## config.mk

```make
export PLATFORM = sky130hd
export DESIGN_NAME = mem_port_arbiter
export DESIGN_NICKNAME = d
export VERILOG_FILES = /design/src/rtl/mem_port_arbiter.sv
export SDC_FILE = /design/constraint.sdc
export NUM_CORES = 1
export LEC_CHECK = 0
export CAP_MARGIN = 20
export CORE_AREA = 2 2 131 133
export CTS_CLUSTER_DIAMETER = 30
export CTS_CLUSTER_SIZE = 24
export DETAILED_ROUTE_END_ITERATION = 8
export DIE_AREA = 0 0 133 135
export PLACE_DENSITY = 0.71
export SETUP_SLACK_MARGIN = 0.5
export SLEW_MARGIN = 10
export SYNTH_ARGS = -nofsm -noshare
export SYNTH_HDL_FRONTEND = slang
export SYNTH_SLANG_ARGS = --single-unit
```

## constraint.sdc

```tcl
create_clock -name clk -period 3 [get_ports clk]
set_input_delay 0.6 -clock clk [delete_from_list [all_inputs] [get_ports clk]]
set_output_delay 0.6 -clock clk [all_outputs]
set_load 0.02 [all_outputs]
```

## src/rtl/mem_port_arbiter.sv

```systemverilog
// rtl/mem_port_arbiter.sv - shares one memory port between IF fetch and MEM load/store, data first
// Optional stall-cycle statistics counters are built when MEM_ARB_STATS_EN is defined.
module mem_port_arbiter #(
  parameter int ADDR_W     = 32,
  parameter int DATA_W     = 32,
  parameter int STARVE_MAX = 4
) (
  input  logic              clk,
  input  logic              rst,
  input  logic              if_req,
  input  logic [ADDR_W-1:0] if_addr,
  output logic [DATA_W-1:0] if_rdata,
  output logic              if_ready,
  input  logic              d_req,
  input  logic              d_we,
  input  logic [ADDR_W-1:0] d_addr,
  input  logic [DATA_W-1:0] d_wdata,
  input  logic [2:0]        d_dmtype,
  output logic [DATA_W-1:0] d_rdata,
  output logic              d_ready,
  output logic              mem_req,
  output logic              mem_we,
  output logic [ADDR_W-1:0] mem_addr,
  output logic [DATA_W-1:0] mem_wdata,
  output logic [2:0]        mem_dmtype,
  input  logic [DATA_W-1:0] mem_rdata,
  input  logic              mem_ack,
  output logic              stall_if,
  output logic              stall_mem,
  output logic [31:0]       stat_if_wait,
  output logic [31:0]       stat_d_wait
);

  localparam int CNT_W = $clog2(STARVE_MAX + 1);
  localparam logic [CNT_W-1:0] STARVE_LIM = CNT_W'(STARVE_MAX);

  typedef enum logic [1:0] {IDLE, GNT_I, GNT_D} state_t;

  state_t            state_q, state_d;
  logic [CNT_W-1:0]  starve_cnt_q, starve_cnt_d;
  logic [ADDR_W-1:0] addr_q, addr_d;
  logic              we_q, we_d;
  logic [DATA_W-1:0] wdata_q, wdata_d;
  logic [2:0]        dmtype_q, dmtype_d;
  logic              fetch_forced;
  logic              in_gnt;

  always_comb begin
    state_d      = state_q;
    starve_cnt_d = starve_cnt_q;
    addr_d       = addr_q;
    we_d         = we_q;
    wdata_d      = wdata_q;
    dmtype_d     = dmtype_q;
    fetch_forced = if_req && (starve_cnt_q == STARVE_LIM);
    case (state_q)
      IDLE: begin
        if (!if_req) starve_cnt_d = '0;
        if (d_req && !fetch_forced) begin
          state_d  = GNT_D;
          addr_d   = d_addr;
          we_d     = d_we;
          wdata_d  = d_wdata;
          dmtype_d = d_dmtype;
        end else if (if_req) begin
          state_d  = GNT_I;
          addr_d   = if_addr;
          we_d     = 1'b0;
          wdata_d  = '0;
          dmtype_d = 3'b010;
        end
      end
      GNT_I: begin
        if (mem_ack) begin
          state_d      = IDLE;
          starve_cnt_d = '0;
        end
      end
      GNT_D: begin
        if (mem_ack) begin
          state_d = IDLE;
          // count only data wins that kept a fetch waiting
          if (if_req && (starve_cnt_q != STARVE_LIM)) starve_cnt_d = starve_cnt_q + CNT_W'(1);
        end
      end
      default: state_d = IDLE;
    endcase
  end

  always_ff @(posedge clk or negedge rst) begin
    if (!rst) begin
      state_q      <= IDLE;
      starve_cnt_q <= '0;
      addr_q       <= '0;
      we_q         <= 1'b0;
      wdata_q      <= '0;
      dmtype_q     <= '0;
    end else begin
      state_q      <= state_d;
      starve_cnt_q <= starve_cnt_d;
      addr_q       <= addr_d;
      we_q         <= we_d;
      wdata_q      <= wdata_d;
      dmtype_q     <= dmtype_d;
    end
  end

  assign in_gnt     = (state_q != IDLE);
  assign mem_req    = in_gnt;
  assign mem_we     = in_gnt && we_q;
  assign mem_addr   = in_gnt ? addr_q : '0;
  assign mem_wdata  = in_gnt ? wdata_q : '0;
  assign mem_dmtype = in_gnt ? dmtype_q : 3'b000;

  assign if_ready = (state_q == GNT_I) && mem_ack;
  assign d_ready  = (state_q == GNT_D) && mem_ack;
  assign if_rdata = if_ready ? mem_rdata : '0;
  assign d_rdata  = (d_ready && !we_q) ? mem_rdata : '0;

  // stalls are forced low while reset is held so every output reads 0
  assign stall_if  = rst && if_req && !if_ready;
  assign stall_mem = rst && d_req && !d_ready;

`ifdef MEM_ARB_STATS_EN
  logic [31:0] stat_if_wait_q, stat_if_wait_d;
  logic [31:0] stat_d_wait_q, stat_d_wait_d;

  always_comb begin
    stat_if_wait_d = stat_if_wait_q + 32'(stall_if);
    stat_d_wait_d  = stat_d_wait_q + 32'(stall_mem);
  end

  always_ff @(posedge clk or negedge rst) begin
    if (!rst) begin
      stat_if_wait_q <= '0;
      stat_d_wait_q  <= '0;
    end else begin
      stat_if_wait_q <= stat_if_wait_d;
      stat_d_wait_q  <= stat_d_wait_d;
    end
  end

  assign stat_if_wait = stat_if_wait_q;
  assign stat_d_wait  = stat_d_wait_q;
`else
  assign stat_if_wait = '0;
  assign stat_d_wait  = '0;
`endif

endmodule

```

## Word-level counts from Yosys, hierarchy flattened

Index checks and enable logic that the tools add are counted.
Widths: inputs -> output; s select.

- Add/subtract/negate cells: 1
- Multiply operators: 0
- Divide/modulo/power cells: 0
- $lt $le $gt $ge: 0
- Equal/unequal tests: 10
- Shift-type cells: 0
- Multiplexer cells: 22
- Bitwise gates (word level): 0
- Reduce and logical (&&, ||, !) cells: 23

Operators by type and width:

| kind | number |
|---|---|
| $mux 32 | 8 |
| $mux 3 | 7 |
| $logic_and 1x1->1 | 11 |
| $pmux 3 s3 | 1 |
| $ne 2x2->1 const B | 4 |
| $mux 2 | 3 |
| $ne 3x3->1 const B | 2 |
| $reduce_and 5->1 | 1 |
| $logic_not 1->1 | 4 |
| $pmux 2 s2 | 1 |
| $reduce_and 2->1 | 2 |
| $reduce_bool 2->1 | 2 |
| $add 3x1->3 const B | 1 |
| $eq 3x3->1 const B | 1 |
| $reduce_bool 3->1 | 1 |
| $eq 2x1->1 const B | 1 |
| $eq 2x2->1 const B | 1 |
| $logic_not 2->1 | 1 |
| $mux 1 | 2 |
| $ne 2x1->1 const B | 1 |
| $reduce_or 2->1 | 1 |

- Register bits after elaboration: 73
- Bits in latches: 0
- RAM bits: 0
- Bits in read-only memories: 0
- Output and inout port bits: 201
- Memories kept: 0

## Depth between registers and ports, before layout

Gate-level depths: netlist of the first run.

- Depth in word-level cells: 6
- Gate-level depth with buffers: 8
- Depth with buffers taken out: 5

## Worst setup path before layout of the first run

Ideal clock, no wire load.

- Kind: register to output
- From: reg state_q[0]
- To: out mem_dmtype[0]
- Arrival time: 1.492 ns
- Required time: 2.400 ns
- Path slack: 0.908 ns
- Cell stages (with the launch flop): 7
- Path buffers: 3
- Path through: dfrtp_1 inv_1 ha_1 buf_2 clkbuf_1 clkbuf_1 nor2b_1

- Longest elaborated chain between the ends: 2

RTL lines:

| element | line | RTL |
|---|---|---|
| start: declaration | 39 | `state_t state_q, state_d;` |
| start signal: assignment | 99 | `state_q <= state_d;` |
| $reduce_bool 2->1 | 108 | `assign in_gnt = (state_q != IDLE);` |
| $mux 3 | 113 | `assign mem_dmtype = in_gnt ? dmtype_q : 3'b000;` |
| end: declaration | 25 | `output logic [2:0] mem_dmtype,` |

No other way between the ends.

## Final worst setup path of the first run

- From: reg state_q[1]
- To: out mem_wdata[26]

- Longest elaborated chain between the ends: 2

RTL lines:

| element | line | RTL |
|---|---|---|
| $reduce_bool 2->1 | 108 |  |
| $mux 32 | 112 | `assign mem_wdata = in_gnt ? wdata_q : '0;` |
| end: declaration | 24 | `output logic [DATA_W-1:0] mem_wdata,` |

No other way between the ends.

==> impl_results.md, run 1 <==
* Die X-Extent at 133 um
* Crit share post-route at 87.0%
* Largest net degree at the start of global routing at 48
* Placer Congestion at 0.794
* Final setup viols at 0
* CP max FO at 47
* Die height at 135 um
* WL/cell at 16.2 um
* FF-to-FF path depth at 7
* Top area cells in the synthesized netlist: dfrtp_1 41%, buf_4 11%, nor2b_1 10%
* Final Critical Period at 2.61 ns
* Worst setup SP type: register
* Starting Density at 27.2%
* DP Wirelength at 11100 um
* Gr ovfl total at 0
* GRT Util Overall at 16.3%
* Seq/Total Area, Yosys at 40.9%
* Critical R2R Capture: wdata_q[30]
* Synthesized area at 4460 um2
* # hold bufs at CTS at 0
* Syn Area/Cell at 9.90 um2
* P_leak at 4.01 nW
* Layout Area Growth over Synthesis at 66.6%
* Gate Count Post-Synth at 451
* Number of antenna violations at the first check in global routing at 0
* Relative slew slack at 62.8%
* Layout Nets at 864
* Peak VDD IR at 0.451 mV
* Setup TNS at 0 ns
* Pins Over Slew Limit at 0
* CP startpoint: state_q[1]
* Min Hold Slack at 0.343 ns
* H-tree Lvls at 3
* Reg2Reg Launch Point: state_q[1]
* Pwr Density at 871 nW/um2
* Io pins at 338
* Arrival time at the worst endpoint at 2.01 ns
* Row cnt at 47
* Port Buf Inserts at 273
* Post-route ant nets at 0
* Root Driver: clkbuf_16
* CTS clk-pin slew, worst paths at 0.06 ns
* Final setup skew at 0.00427 ns
* Least-Margin Pin Slew at 0.558 ns
* Clk sinks at 73
* Top-area cell type share of the netlist area at 40.9%
* Area occupied by multi-input gates at 2210 um2
* Crit path capture type: output pin
* Fmax at 383 MHz
* Core area at 16400 um2
* Hold Path Class: in2async
* Yosys synthesis warning count at 0
* Drt via density at 4.39
* Total Wirelength at 15400 um
* Worst skew pair latency at 0.34 ns
* RSZ-0062 raised after global routing: yes
* Critical path required time at 2.40 ns
* Yosys cell types at 31
* Share of layout cells above drive strength 1 at 11.2%
* Flop-to-flop setup slack at 0.81 ns
* Initial DRC count at 192
* Antenna Cells at 0
* Hold violation count in the final report at 0
* Register area at 1830 um2
* Critical path capture point: mem_wdata[26]
* Max Cap Viol at 0
* Number of buffers created by CTS at 9
* Status: finished clean
* Filler Cells Inserted at 1605
* Global-route wire length before repair at 22900 um
* Longest Clk Path Bufs at 2
* DRC Markers at 0
* FF+latch count, synth at 73
* Via count at 4156
* Vias in the first global route at 4046
* DR pass1 iterations at 4
* Yosys top cell by area: dfrtp_1
* Die footprint at 18000 um2
* CP Class: reg2out
* CTS tree: done
==> cell families (layout without fill, tap and decap cells) <==
kind of cell | Yosys count | after routing | share of synthesized area [%]
AND/OR/NAND/NOR | 179 | 179 | 24.8
buffers and inverters | 110 | 322 | 15.9
AO/OA/AOI/OAI | 81 | 81 | 16.4
flip-flops | 73 | 73 | 40.9
adder cells (fa/ha/maj) | 6 | 6 | 1.68
other | 1 | 64 | 0.0840
multiplexers | 1 | 1 | 0.224
==> critical path, cell delays in order, from the launching register on <==
cell,delay (ns)
dfrtp_1,0.40
inv_1,0.10
ha_2,0.22
buf_12,0.18
nor2b_1,0.14
clkdlybuf4s50_1,0.61
==> per-stage QoR <==
step / area, um2 / utilization (%) / std cells / worst slack [ns] / total power, mW
floorplan: 4700 / - / 514 / 0.908 / 3.99
detailed placement: 7190 / 43.8 / 924 / 0.137 / 5.62
global placement: 7190 / 43.8 / 924 / 0.182 / 5.61
finish: 7430 / 45.3 / 946 / 0.390 / 6.47
global route: 7430 / 45.3 / 946 / 0.302 / 6.93
CTS: 7460 / 45.5 / 941 / 0.374 / 6.56
==> registers in the layout, summed over array words and instances, names as in the netlist <==
signal	cells
addr_q	32
wdata_q	32
dmtype_q	3
starve_cnt_q	3
state_q	2
we_q	1
==> synth_stat cells <==
master     number
a211oi_2        1
a21boi_0        1
a21oi_1         3
a221o_1        32
a22o_1         35
a31oi_1         1
a41oi_1         1
and2_1         65
and3_1         33
buf_1           2
buf_2           6
buf_4          67
buf_6           5
clkbuf_1       20
conb_1          1
dfrtp_1        73
ha_1            6
inv_1           9
inv_2           1
mux2i_1         1
nand2_1         4
nand2b_1        1
nand4_1         1
nand4b_1        1
nor2_1          3
nor2b_1        71
o211a_1         2
o21ai_0         1
o21bai_1        1
o22ai_1         1
o2bb2ai_1       2
==> layout by cell type (no fill, tap or decap), drive strengths merged <==
cell	instances
a22o	35
a221o	32
dlygate4sd2	62
nand2b	1
o21ai	1
and3	33
clkinvlp	3
mux2i	1
clkdlybuf4s15	7
ha	6
nand4	1
a21oi	3
and2	65
o2bb2ai	2
nor2b	71
a21boi	1
conb	64
inv	14
buf	51
o22ai	1
clkbuf	10
a211oi	1
o21bai	1
clkdlybuf4s50	150
a41oi	1
dfrtp	73
nand4b	1
o211a	2
dlymetal6s2s	25
nand2	4
nor2	3
a31oi	1
==> metal layers <==
layer	part of all wire [%]	wire, um	global-route usage, %
met5	0	0	0
met4	0.92	142	4.24
met3	8.4	1290	4.99
met2	50	7690	27.1
met1	41	6250	20.8
==> area by class of cell <==
| type | count | area share (%) |
|---|---|---|
| repair buffers | 296 | 37.7 |
| well taps | 220 | 3.70 |
| inverters | 10 | 0.505 |
| clock buffers | 9 | 3.03 |
| clock inverters | 7 | 0.808 |
| flip-flops and latches | 73 | 24.6 |
| multi-input cells | 331 | 29.7 |
==> power breakdown <==
part | leakage (nW) | internal (mW) | switching [mW]
Clock | 0.131 | 0.574 | 0.462
Sequential | 0.917 | 1.42 | 0.211
Combinational | 2.97 | 1.75 | 2.06
Total | 4.01 | 3.74 | 2.73
==> worst min path at each step <==
stage	startpoint	cells after the start	slack, ns	end
floorplan	rst	0	0.30	addr_q[0]
global placement	wdata_q[7]	1	0.48	wdata_q[7]
detailed placement	wdata_q[12]	1	0.48	wdata_q[12]
CTS	rst	2	0.36	wdata_q[0]
global route	rst	2	0.37	wdata_q[21]
finish	rst	2	0.34	wdata_q[0]
==> repair_timing <==
| action | CTS | global route |
|---|---|---|
| resized for setup | 166 | 71 |
| gates cloned | 1 | 2 |
| setup endpoints to repair | 137 | 107 |
| buffers inserted | 0 | 3 |
No activity file was read; power rests on OpenSTA's default activity.
==> run 2: changes to the inputs <==
CAP_MARGIN = default   (was 20)
==> results of run 2 <==
Final layout, timing and power as in run 1 (identical DEF).
